## config.mk

```make
export PLATFORM = sky130hd
export DESIGN_NAME = effect_param_ctrl
export DESIGN_NICKNAME = d
export VERILOG_FILES = /design/src/rtl/effect_pkg.sv /design/src/rtl/param_step.sv /design/src/rtl/effect_param_ctrl.sv
export SDC_FILE = /design/constraint.sdc
export NUM_CORES = 1
export LEC_CHECK = 0
export ABC_AREA = 1
export BUFFER_PORTS_ARGS = -buffer_cell sky130_fd_sc_hd__buf_2
export CAP_MARGIN = 10
export CORE_MARGIN = 10
export CORE_UTILIZATION = 32
export DETAILED_ROUTE_END_ITERATION = 6
export GPL_TIMING_DRIVEN = 0
export PLACE_DENSITY = 0.47
export RECOVER_POWER = 25
export SETUP_SLACK_MARGIN = 0.05
export SYNTH_ARGS = -nofsm -noshare
export SYNTH_HDL_FRONTEND = slang
export SYNTH_SLANG_ARGS = --single-unit
```

## constraint.sdc

```tcl
create_clock -name i_clk -period 2.4 [get_ports i_clk]
set_input_delay 0.48 -clock i_clk [delete_from_list [all_inputs] [get_ports i_clk]]
set_output_delay 0.48 -clock i_clk [all_outputs]
set_load 0.005 [all_outputs]
```

## src/rtl/effect_pkg.sv

```systemverilog
// Shared state codes, LED patterns and default reset levels for the effect parameter controller.
package effect_pkg;

  typedef enum logic [2:0] {
    StI2c  = 3'd0,
    StPlay = 3'd1,
    StSet  = 3'd2,
    StRecd = 3'd3,
    StLoop = 3'd4
  } state_e;

  localparam logic [8:0] LedI2c  = 9'h100;
  localparam logic [8:0] LedPlay = 9'h001;
  localparam logic [8:0] LedSet  = 9'h002;
  localparam logic [8:0] LedRecd = 9'h004;
  localparam logic [8:0] LedLoop = 9'h008;

  localparam int unsigned MaxRstBits = 256;

  // Slots 3 and 4 start at level 3 (truncated if PARAM_W < 2), everything else at 0.
  function automatic logic [MaxRstBits-1:0] rst_default(input int num_eff, input int param_w);
    logic [MaxRstBits-1:0] v;
    v = '0;
    for (int k = 3; k <= 4; k++) begin
      if (k < num_eff) begin
        for (int b = 0; b < 2; b++) begin
          if (b < param_w) v[k*param_w+b] = 1'b1;
        end
      end
    end
    return v;
  endfunction

endpackage

```

## src/rtl/param_step.sv

```systemverilog
// Single-slot level step: +1 / -1 with wrap-around or saturation; inc and dec together cancel.
module param_step #(
  parameter int unsigned PARAM_W = 3,
  parameter bit          SAT     = 1'b0
) (
  input  logic [PARAM_W-1:0] level,
  input  logic               inc,
  input  logic               dec,
  output logic [PARAM_W-1:0] level_next
);

  localparam logic [PARAM_W-1:0] LevelMax = '1;

  always_comb begin
    level_next = level;
    if (inc && !dec) begin
      if (!(SAT && level == LevelMax)) level_next = level + PARAM_W'(1);
    end else if (dec && !inc) begin
      if (!(SAT && level == '0)) level_next = level - PARAM_W'(1);
    end
  end

endmodule

```

## src/rtl/effect_param_ctrl.sv

```systemverilog
// Effect parameter controller: mode FSM, per-slot level editing in SET and preset bank save/load.
module effect_param_ctrl
  import effect_pkg::*;
#(
  parameter int unsigned NUM_EFF    = 8,
  parameter int unsigned PARAM_W    = 3,
  parameter int unsigned NUM_PRESET = 4,
  parameter bit          SAT        = 1'b0,
  parameter logic [NUM_EFF*PARAM_W-1:0] RST_VALS =
    (NUM_EFF*PARAM_W)'(rst_default(NUM_EFF, PARAM_W)),
  localparam int unsigned SelW = (NUM_EFF > 1) ? $clog2(NUM_EFF) : 1,
  localparam int unsigned PreW = (NUM_PRESET > 1) ? $clog2(NUM_PRESET) : 1,
  localparam int unsigned TotW = NUM_EFF * PARAM_W
) (
  input  logic               i_clk,
  input  logic               i_rst_n,
  input  logic               i_init_done,
  input  logic               i_key_mode,
  input  logic               i_key_loop,
  input  logic               i_key_inc,
  input  logic               i_key_dec,
  input  logic               i_save,
  input  logic               i_load,
  input  logic [SelW-1:0]    i_sel,
  input  logic [PreW-1:0]    i_preset,
  input  logic [NUM_EFF-1:0] i_en,
  output logic [2:0]         o_state,
  output logic [TotW-1:0]    o_params,
  output logic [PARAM_W-1:0] o_cur_val,
  output logic [8:0]         o_ledg,
  output logic [NUM_EFF-1:0] o_ledr,
  output logic               o_changed
);

  state_e                          state_q, state_d;
  logic [TotW-1:0]                 params_q, params_d, step_out;
  logic [NUM_PRESET-1:0][TotW-1:0] banks_q;
  logic [PARAM_W-1:0]              cur_val_q, cur_val_d;
  logic [8:0]                      ledg_q, ledg_d;
  logic [NUM_EFF-1:0]              ledr_q, ledr_d, sel_hot;
  logic                            changed_q;
  logic                            edit, pre_ok, do_load, do_save, do_step;

  assign edit    = (state_q == StSet);
  assign pre_ok  = {1'b0, i_preset} < (PreW+1)'(NUM_PRESET);
  assign do_load = edit && i_load && pre_ok;
  assign do_save = edit && i_save && !i_load && pre_ok;
  // Any preset pulse drops a simultaneous inc/dec, even when the bank index is invalid.
  assign do_step = edit && !i_load && !i_save;

  for (genvar k = 0; k < NUM_EFF; k++) begin : g_slot
    assign sel_hot[k] = (i_sel == SelW'(k));
    param_step #(
      .PARAM_W (PARAM_W),
      .SAT     (SAT)
    ) u_step (
      .level      (params_q[k*PARAM_W +: PARAM_W]),
      .inc        (do_step && sel_hot[k] && i_key_inc),
      .dec        (do_step && sel_hot[k] && i_key_dec),
      .level_next (step_out[k*PARAM_W +: PARAM_W])
    );
  end

  always_comb begin
    state_d = state_q;
    case (state_q)
      StI2c:   if (i_init_done) state_d = StPlay;
      StPlay: begin
        if (i_key_mode)      state_d = StSet;
        else if (i_key_loop) state_d = StRecd;
      end
      StSet:   if (i_key_mode) state_d = StPlay;
      StRecd:  if (i_key_loop) state_d = StLoop;
      StLoop:  if (i_key_loop) state_d = StPlay;
      default: state_d = StI2c;
    endcase
  end

  always_comb begin
    if (do_load)      params_d = banks_q[i_preset];
    else if (do_step) params_d = step_out;
    else              params_d = params_q;
  end

  // Outputs are computed from next-state values so they appear one clock after the key pulse.
  always_comb begin
    cur_val_d = '0;
    if (state_d == StSet) begin
      for (int k = 0; k < NUM_EFF; k++) begin
        if (sel_hot[k]) cur_val_d = params_d[k*PARAM_W +: PARAM_W];
      end
    end
    ledr_d = (state_d == StSet) ? sel_hot : i_en;
    case (state_d)
      StPlay:  ledg_d = LedPlay;
      StSet:   ledg_d = LedSet;
      StRecd:  ledg_d = LedRecd;
      StLoop:  ledg_d = LedLoop;
      default: ledg_d = LedI2c;
    endcase
  end

  always_ff @(posedge i_clk) begin
    if (!i_rst_n) begin
      state_q   <= StI2c;
      params_q  <= RST_VALS;
      banks_q   <= {NUM_PRESET{RST_VALS}};
      changed_q <= 1'b0;
      cur_val_q <= '0;
      ledg_q    <= LedI2c;
      ledr_q    <= '0;
    end else begin
      state_q   <= state_d;
      params_q  <= params_d;
      if (do_save) banks_q[i_preset] <= params_q;
      changed_q <= (params_d != params_q);
      cur_val_q <= cur_val_d;
      ledg_q    <= ledg_d;
      ledr_q    <= ledr_d;
    end
  end

  assign o_state   = state_q;
  assign o_params  = params_q;
  assign o_cur_val = cur_val_q;
  assign o_ledg    = ledg_q;
  assign o_ledr    = ledr_q;
  assign o_changed = changed_q;

endmodule

```

==> results_dict.tcl, run 1 <==
set metrics [dict create \
    worst_slew_pin_slew_ns 0.684 \
    grt.overflow.total 0 \
    drt_iter0_drc 596 \
    wl_mm 27.6 \
    powerDensity_nw_per_um2 673 \
    drv_cap 0 \
    ioPinCount 70 \
    r2r_end "o_changed" \
    die_x_um 167 \
    netlist.area_leader.share_pct 40.6 \
    start_util_pct 32.6 \
    syn2layout_area_growth_pct 23.3 \
    first_global_vias 6847 \
    power_leakage_uw 0.00372 \
    cp_data_required_time_ns 2.70 \
    slew_headroom_pct 54.4 \
    worst-setup-path-type "input pin to flip-flop" \
    row_count 53 \
    die_area_um2 27800 \
    synth_edf_count 0 \
    fin_crit_ns 2.29 \
    portBuffers 63 \
    via_per_inst 5.29 \
    top_usage_layer "met2" \
    synth_seq_area_share_pct 40.6 \
    placed_area_um2 7570 \
    clkSinkCount 140 \
    clock.fmax_ghz 0.436 \
    ys_warn_count 0 \
    reg2reg_slack_ns 0.13 \
    rr_worst_depth 16 \
    die_y_um 167 \
    cts_max_path_buffers 2 \
    switching_power_uw 1570 \
    reg2reg_from "o_state[1]" \
    cp.arrival_ns 2.59 \
    clk_pin_slew_ns 0.06 \
    finalHoldViolCount 0 \
    seq_power_share_pct 42.3 \
    pwr-share-clk_pct 46.2 \
    numCtsBuffers 17 \
    synth_cell_type_count 33 \
    ys_top_cells_by_area "dfxtp_1 41%, nand2_1 11%, a21oi_1 7.5%" \
    setup_viol_count_final 0 \
    fin_crit_sh_pct 95.5 \
    fin_skew_ns 0.00791 \
    critPathMaxFanout 10 \
    synth-seq-cells 140 \
    nets 1121 \
    final_common_cell "nand2_1" \
    min_path_type "input pin to flip-flop" \
    diodes 0 \
    core-area_um2 21200 \
    setup-tns-final_ns 0 \
    grt_pass1_wl_mm 41.9 \
    crit_start "i_preset[1]" \
    async_flop_share_pct 0 \
    avgSynthCellArea_um2 7.02 \
    yosys.area.top_type "dfxtp_1" \
    endpoint "o_changed" \
    met3_usage_pct 3.39 \
    dr.pass1.iters 5 \
    grt_usage_pct 19.2 \
    layout_common_cells "196 x nand2_1, 136 x dfxtp_1, 102 x a21oi_1, 100 x o21ai_0, 80 x nand3_1" \
    vias 7244 \
    grt_max_degree 17 \
    synth_ff_type "dfxtp_1" \
    finalInstanceArea_um2 8510 \
    antenna_found_initial 0 \
    syn_area_um2 6900 \
    use_met2_pct 30.9 \
    syn_inst 983 \
    clock-root-buffer "clkbuf_16" \
    ant_nets 0 \
    start_kind "input pin" \
    rsz0062_at_grt "yes" \
    drive_gt1_share_pct 15.7 \
    htreeDepth 4 \
    clkLatencyLatePin_ns 0.43 \
    internal-power_uw 4160 \
    maxSlewViolCount 0 \
    cts_tree "built" \
    drc_errors 0 \
    wl_per_cell_um 20.1 \
    crit_path_end_kind "flip-flop" \
    status "finished, final reports clean" \
    ir_drop_v 0.000391 \
    gp_congestion 0.916 \
    dp.final_hpwl_mm 20.3 \
    grt_use_met1_pct 25.5 \
    finish.utilization_pct 40.2 \
    combPwrFrac_pct 11.5 \
    switching_share_pct 27.4 \
]
## through the flow
| stage | hold slack (ns) | cells | power, µW | setup WS [ns] |
|---|---|---|---|---|
| after floorplan | 0.446 | 986 | 2810 | 0.355 |
| after global placement | 0.460 | 1324 | 3070 | -0.781 |
| after detailed placement | 0.463 | 1324 | 3070 | -0.768 |
| after CTS | 0.300 | 1358 | 5710 | 0.00861 |
| after global routing | 0.357 | 1370 | 5920 | 0.00437 |
| final | 0.308 | 1370 | 5730 | 0.108 |
## cells in the mapped netlist, types with 4 or more instances
cell      instances
nand2_1         205
or2_2             4
dfxtp_1         140
buf_4             4
inv_2             5
o211ai_1         29
nand4_1          21
nor2_2            5
nand3_1          85
buf_2             9
nor2_1           79
a21oi_1         104
nor3_1            6
clkbuf_1         38
inv_1            76
a22oi_1          33
o21ai_0         100
ha_1             16
## power groups by stage
stage / logic [µW] / clock network, µW / registers [µW]
2_1_floorplan: 349 / 0 / 2470
3_3_place_gp: 599 / 0 / 2470
3_5_place_dp: 596 / 0 / 2470
4_1_cts: 615 / 2670 / 2420
5_1_grt: 722 / 2770 / 2430
6_report: 660 / 2650 / 2420
## critical path, cell delays in order
cell and delay, ns:
buf_2 0.14, inv_1 0.14, nand2_1 0.11, inv_1 0.23, clkbuf_2 0.35, a22oi_1 0.12, nand2_1 0.16, nand2_1 0.12
nand2_1 0.17, o21ai_0 0.16, nor2_1 0.15, nand3_1 0.10, nor2_1 0.13, nor2_1 0.05
## registers in the layout, indices dropped and copies added (netlist names)
signal / count
o_params: 24
o_state: 3
banks_q: 96
o_ledr: 8
o_ledg: 5
o_changed: 1
o_cur_val: 3
## routing by layer
| layer | routed length, µm | share of wire (%) |
|---|---|---|
| met5 | 0 | 0 |
| met3 | 1770 | 6.4 |
| met4 | 580 | 2.1 |
| met2 | 12500 | 45 |
| met1 | 12700 | 46 |
## layout make-up
| class | instances | area, µm² |
|---|---|---|
| clock inverter | 11 | 120 |
| fill | 2267 | 12600 |
| timing repair buffer | 76 | 389 |
| sequential | 140 | 2810 |
| tap | 275 | 344 |
| buffer | 52 | 268 |
| clock buffer | 20 | 457 |
| multi-input combinational | 712 | 3790 |
| inverter | 84 | 338 |
## logic make-up (layout without fill, tap and decap cells)
group / after synthesis / in the layout / share of synthesized area [%]
other cells: 1 / 4 / 0.0543
mux: 2 / 2 / 0.290
flops: 140 / 140 / 40.6
fa+ha+maj: 16 / 16 / 2.90
compound gates: 273 / 273 / 22.2
simple gates: 409 / 411 / 25.4
xor+xnor: 6 / 6 / 0.761
buf+inv: 136 / 243 / 7.78
## worst min-delay path by stage
stage | start | endpoint | slack [ns] | cells past startpoint
floorplan | banks_q[10] | banks_q[10] | 0.45 | 2
global route | i_en[5] | o_ledr[5] | 0.36 | 3
CTS | i_en[6] | o_ledr[6] | 0.30 | 3
detailed placement | banks_q[84] | banks_q[84] | 0.46 | 2
finish | i_en[6] | o_ledr[6] | 0.31 | 3
global placement | banks_q[82] | banks_q[82] | 0.46 | 2
## timing repair
| action | in CTS | in global routing |
|---|---|---|
| pin swaps | 2 | 22 |
| setup endpoints to repair | 100 | 103 |
| hold buffers | 0 | 0 |
| resized for setup | 38 | 67 |
| gates cloned | 1 | 1 |
| hold endpoints to repair | 0 | 0 |
| buffers inserted | 2 | 11 |
(Power assumes the default switching activity.)
==> inputs of run 2 (changes only) <==
- CORE_MARGIN: 10 -> unset
==> run 2 against run 1 <==
Compared with the run above:
- die area decreased by 20%
- highest routed layer unchanged
- flip-flop and latch count unchanged
- clock skew decreased by 0.0011 ns
- routed wire length decreased by 3.0%
- critical path type unchanged
==> results_dict.tcl, run 2 (synthesized netlist as in run 1, its figures left out) <==
set metrics [dict create \
    diodes 0 \
    slew_headroom_pct 59.1 \
    regMostFlops "banks_q" \
    min_to "o_ledr[6]" \
    grt_usage_pct 24.4 \
    drv_cap 0 \
    finalHoldViolCount 0 \
    first_global_vias 6646 \
    row_count 53 \
    fill_cells 2274 \
    status "finished, final reports clean" \
    cts_tree "built" \
    ioPinCount 70 \
    min_path_type "input pin to flip-flop" \
    worst-setup-path-type "input pin to flip-flop" \
    final_common_cell "nand2_1" \
    power_leakage_uw 0.00369 \
    via_per_inst 5.31 \
    die_x_um 149 \
    clkSinkCount 140 \
    layout_common_cells "200 x nand2_1, 135 x dfxtp_1, 104 x a21oi_1, 98 x o21ai_0, 82 x nand3_1" \
    reg2reg_from "o_state[2]" \
    placed_area_um2 7570 \
    setup_ws_ns 0.0773 \
    fin_crit_sh_pct 96.8 \
    worst_slew_pin_slew_ns 0.614 \
    die_area_um2 22200 \
    hold_depth 3 \
    cts_max_path_buffers 2 \
    dr.pass1.iters 7 \
    regArea_um2 2810 \
    syn2layout_area_growth_pct 21.7 \
    start_kind "input pin" \
    portBuffers 63 \
    ant_nets 0 \
    drive_gt1_share_pct 15.4 \
    drc_errors 0 \
    clk_pin_slew_ns 0.06 \
    htreeDepth 4 \
    ir_drop_v 0.000350 \
    wl_per_cell_um 19.6 \
    maxSlewViolCount 0 \
    numCtsBuffers 17 \
    crit_path_end_kind "flip-flop" \
    use_met2_pct 40.3 \
    multiInputGateArea_um2 3720 \
    min_from "i_en[6]" \
    powerDensity_nw_per_um2 677 \
    gp_congestion 0.871 \
    fin_skew_ns 0.00678 \
    dp_slack_ns -0.828 \
    nets 1115 \
    grt.overflow.total 0 \
    drt_iter0_drc 560 \
    fin_crit_ns 2.32 \
    setup_viol_count_final 0 \
    top_usage_layer "met2" \
    grt_max_degree 17 \
    clock.fmax_ghz 0.431 \
    r2r_end "o_changed" \
    grt_use_met1_pct 33.0 \
    rsz0062_at_grt "yes" \
    clkLatencyLatePin_ns 0.43 \
    vias 7249 \
    cp_data_required_time_ns 2.69 \
    start_util_pct 32.7 \
    cts_hold_buf 0 \
    critPathMaxFanout 10 \
    grt_pass1_wl_mm 40.0 \
    dp.final_hpwl_mm 19.7 \
    rr_worst_depth 12 \
    met3_usage_pct 3.21 \
    reg2reg_slack_ns 0.12 \
    finalInstanceArea_um2 8400 \
    clock-root-buffer "clkbuf_16" \
    core-area_um2 21100 \
    cp.arrival_ns 2.62 \
    power.total_uw 5690 \
    largest_register_ffs 96 \
    wl_mm 26.8 \
    antenna_found_initial 0 \
    die_y_um 149 \
]
## run 2: cell count changes in the layout (fill, tap and decap cells not counted), moves of 3 or more
| cell | before | now |
|---|---|---|
| buf_4 | 18 | 13 |
| clkbuf_2 | 21 | 15 |
| buf_2 | 35 | 49 |
| inv_2 | 6 | 9 |
| o21ai_1 | 2 | 5 |
| nand2_1 | 196 | 200 |
| clkbuf_1 | 49 | 41 |
## run 2: how the worst max path moves through the flow
stage	start	endpoint	slack, ns	cells after the start
6_report	i_preset[0]	o_changed	0.08	14
3_3_place_gp	i_preset[0]	o_changed	-0.82	14
2_1_floorplan	i_preset[0]	o_changed	0.35	14
5_1_grt	o_params[3]	o_cur_val[2]	-0.003	14
3_5_place_dp	i_preset[1]	o_changed	-0.83	15
4_1_cts	o_params[21]	o_changed	0.05	16
## run 2: power by group
group          leakage, µW  switching (µW)  internal (µW)
clock network     0.000279            1100           1530
logic              0.00228             440            195
registers          0.00114            41.6           2380
total              0.00369            1590           4100
## run 2: critical path, stage by stage
cell and delay (ns):
buf_2 0.18, nor2_4 0.30, buf_2 0.38, a22oi_1 0.18
nand2_1 0.10, nand2_1 0.05, o211ai_1 0.22, nand2_1 0.13
nor2_2 0.19, nand2_1 0.08, nor2_1 0.09, nand3_1 0.08
nor2_1 0.12, nor2_1 0.04
## run 2: area by class of cell
class                   count  share of cell area, %
flip-flops and latches    140                   33.5
inverters                  84                   3.87
clock inverters            14                   1.76
clock buffers              17                   5.06
multi-input cells         710                   44.3
well taps                 275                   4.10
repair buffers             72                   4.39
plain buffers              52                   3.10
## run 2: layer usage
layer,share of wire [%],vias up,routed length [µm]
li1,-,3537,-
met3,4.8,31,1290
met2,46,219,12400
met5,0,-,0
met1,47,3462,12500
met4,2.1,0,562
## run 2: what timing repair did
| item | CTS | global route |
|---|---|---|
| pin swaps | 2 | 5 |
| resized for setup | 30 | 60 |
| endpoints found under the setup margin | 90 | 74 |
| buffers inserted | 3 | 6 |
## run 2: stage by stage
| stage | hold slack (ns) | TNS, ns | util (%) | instances |
|---|---|---|---|---|
| detailed placement | 0.465 | -33.56 | 35.9 | 1324 |
| finish | 0.322 | 0 | 39.8 | 1364 |
| global placement | 0.458 | -32.42 | 35.9 | 1324 |
| global route | 0.341 | -0.00308 | 39.8 | 1364 |
| CTS | 0.316 | 0 | 39.2 | 1358 |
| floorplan | 0.446 | 0 | - | 986 |
==> inputs of run 3 (changes only) <==
- CORE_MARGIN: unset -> 2
- SLEW_MARGIN: unset -> 10
==> run 3 against run 2 <==
Compared with the run above:
- cell count up 0.73%
- register-to-register slack better by 0.03 ns
- die area up 2.7%
- maximum frequency up 2.1%
- setup slack better by 0.047 ns
- critical path depth up 1
- clock power down 3%
- total power down 0.95%
- sequential power about the same
- count of clock-buffer cells in the layout up 3
- non-clock buffer count up 10
- utilization up 0.60 points
- critical endpoint unchanged
- largest cell class unchanged
==> results_dict.tcl, run 3 (synthesized netlist as in run 1, its figures left out) <==
set metrics [dict create \
    dr.pass1.iters 5 \
    regMostFlops "banks_q" \
    via_per_inst 5.27 \
    crit_family "simple AND/OR/NAND/NOR gates" \
    vias 7244 \
    row_count 53 \
    setup_ws_ns 0.124 \
    start_util_pct 32.7 \
    finalInstanceArea_um2 8530 \
    cp.arrival_ns 2.56 \
    dp_slack_ns -0.831 \
    instances_no_fill 1374 \
    placed_cells 1324 \
    cp_data_required_time_ns 2.69 \
    first_global_vias 6621 \
    maxSlewViolCount 0 \
    drive_gt1_share_pct 16.2 \
    clk_pin_slew_ns 0.06 \
    setup-tns-final_ns 0 \
    cp_slowest_cell "clkbuf_4" \
    powerDensity_nw_per_um2 661 \
    critPathMaxFanout 10 \
    finalHoldViolCount 0 \
    wl_mm 26.9 \
    finish.utilization_pct 40.4 \
    die_x_um 151 \
    setup_viol_count_final 0 \
    die_area_um2 22800 \
    die_y_um 151 \
    worst_slew_pin_slew_ns 0.656 \
    core-area_um2 21100 \
    crit_path_end_kind "flip-flop" \
    cpMostUsedCell "nand2_1" \
    portBuffers 63 \
    nets 1126 \
    diodes 0 \
    antenna_found_initial 0 \
    ant_nets 0 \
    ir_drop_v 0.000351 \
    grt.overflow.total 0 \
    numCtsBuffers 17 \
    fin_crit_sh_pct 94.8 \
    grt_max_degree 17 \
    worst-setup-path-type "input pin to flip-flop" \
    wl_per_cell_um 19.6 \
    fin_skew_ns 0.0120 \
    htreeDepth 4 \
    clock.fmax_ghz 0.439 \
    gp_congestion 0.858 \
    final_common_cell "nand2_1" \
    syn2layout_area_growth_pct 23.5 \
    ioPinCount 70 \
    largest_register_ffs 96 \
    placed_area_um2 7570 \
    drc_errors 0 \
    cp_num_buf_inv 3 \
    drt_iter0_drc 562 \
    clkSinkCount 140 \
    power_leakage_uw 0.00369 \
    slew_headroom_pct 56.3 \
    path_cells "buf_2, inv_1, nor2_2, clkbuf_4, a22oi_1, nand2_1, nand2_1, o211ai_1, nand2_1, nor2_2, nand2_1, nor2_1, nand3_1, nor2_2, nor2_1" \
    rsz0062_at_grt "yes" \
    critPathMaxStageDelay_ns 0.34 \
    grt_usage_pct 23.9 \
    drv_cap 0 \
    clkLatencyLatePin_ns 0.43 \
    dp.final_hpwl_mm 19.7 \
    status "finished, final reports clean" \
    grt_pass1_wl_mm 40.2 \
    start_kind "input pin" \
    cts_tree "built" \
    cts_max_path_buffers 2 \
    clock-root-buffer "clkbuf_16" \
    min_path_type "input pin to flip-flop" \
    fin_crit_ns 2.28 \
    layout_common_cells "195 x nand2_1, 137 x dfxtp_1, 101 x a21oi_1, 98 x o21ai_0, 80 x nand3_1" \
]
run 3: worst paths after layout:
path	start	cells past startpoint	endpoint	slack (ns)
max reg2reg	o_state[1]	18	o_changed	0.15
min	i_en[6]	3	o_ledr[6]	0.33
min reg2reg	banks_q[36]	2	banks_q[36]	0.48
max	i_preset[1]	15	o_changed	0.12
run 3: layout make-up:
cell class / instances / area [µm²]
plain buffers: 52 / 263
clock buffers: 20 / 457
clock inverters: 10 / 92.6
fillers: 2255 / 12600
inverters: 84 / 338
multi-input cells: 711 / 3780
flip-flops and latches: 140 / 2810
well taps: 275 / 344
repair buffers: 82 / 434
run 3: timing repair:
item | CTS | global route
endpoints found under the setup margin | 91 | 92
hold buffers | 0 | 0
resized for setup | 43 | 62
gates cloned | 1 | 0
buffers inserted | 3 | 16
pin swaps | 2 | 22
run 3: worst min-delay path, stage by stage:
cell     delay (ns)
buf_2          0.07
o21ai_0        0.07
nor2_1         0.08
run 3: per-layer routing:
metal | track usage, % | share of wire (%) | vias up
li1 | - | - | 3556
met1 | 32.4 | 47 | 3425
met2 | 37.6 | 45 | 225
met3 | 3.43 | 5.1 | 38
met4 | 11.1 | 3.0 | 0
met5 | 0 | 0 | -
run 3: power by group:
group	total [µW]	switching, µW	internal (µW)	leakage [µW]
registers	2420	44.6	2380	0.00114
logic	669	459	210	0.00230
clock network	2540	1070	1470	0.000261
run 3: stage by stage:
step / power [µW] / hold WS [ns]
floorplan: 2810 / 0.446
global placement: 3070 / 0.457
detailed placement: 3060 / 0.463
CTS: 5610 / 0.313
global route: 5840 / 0.344
finish: 5630 / 0.329
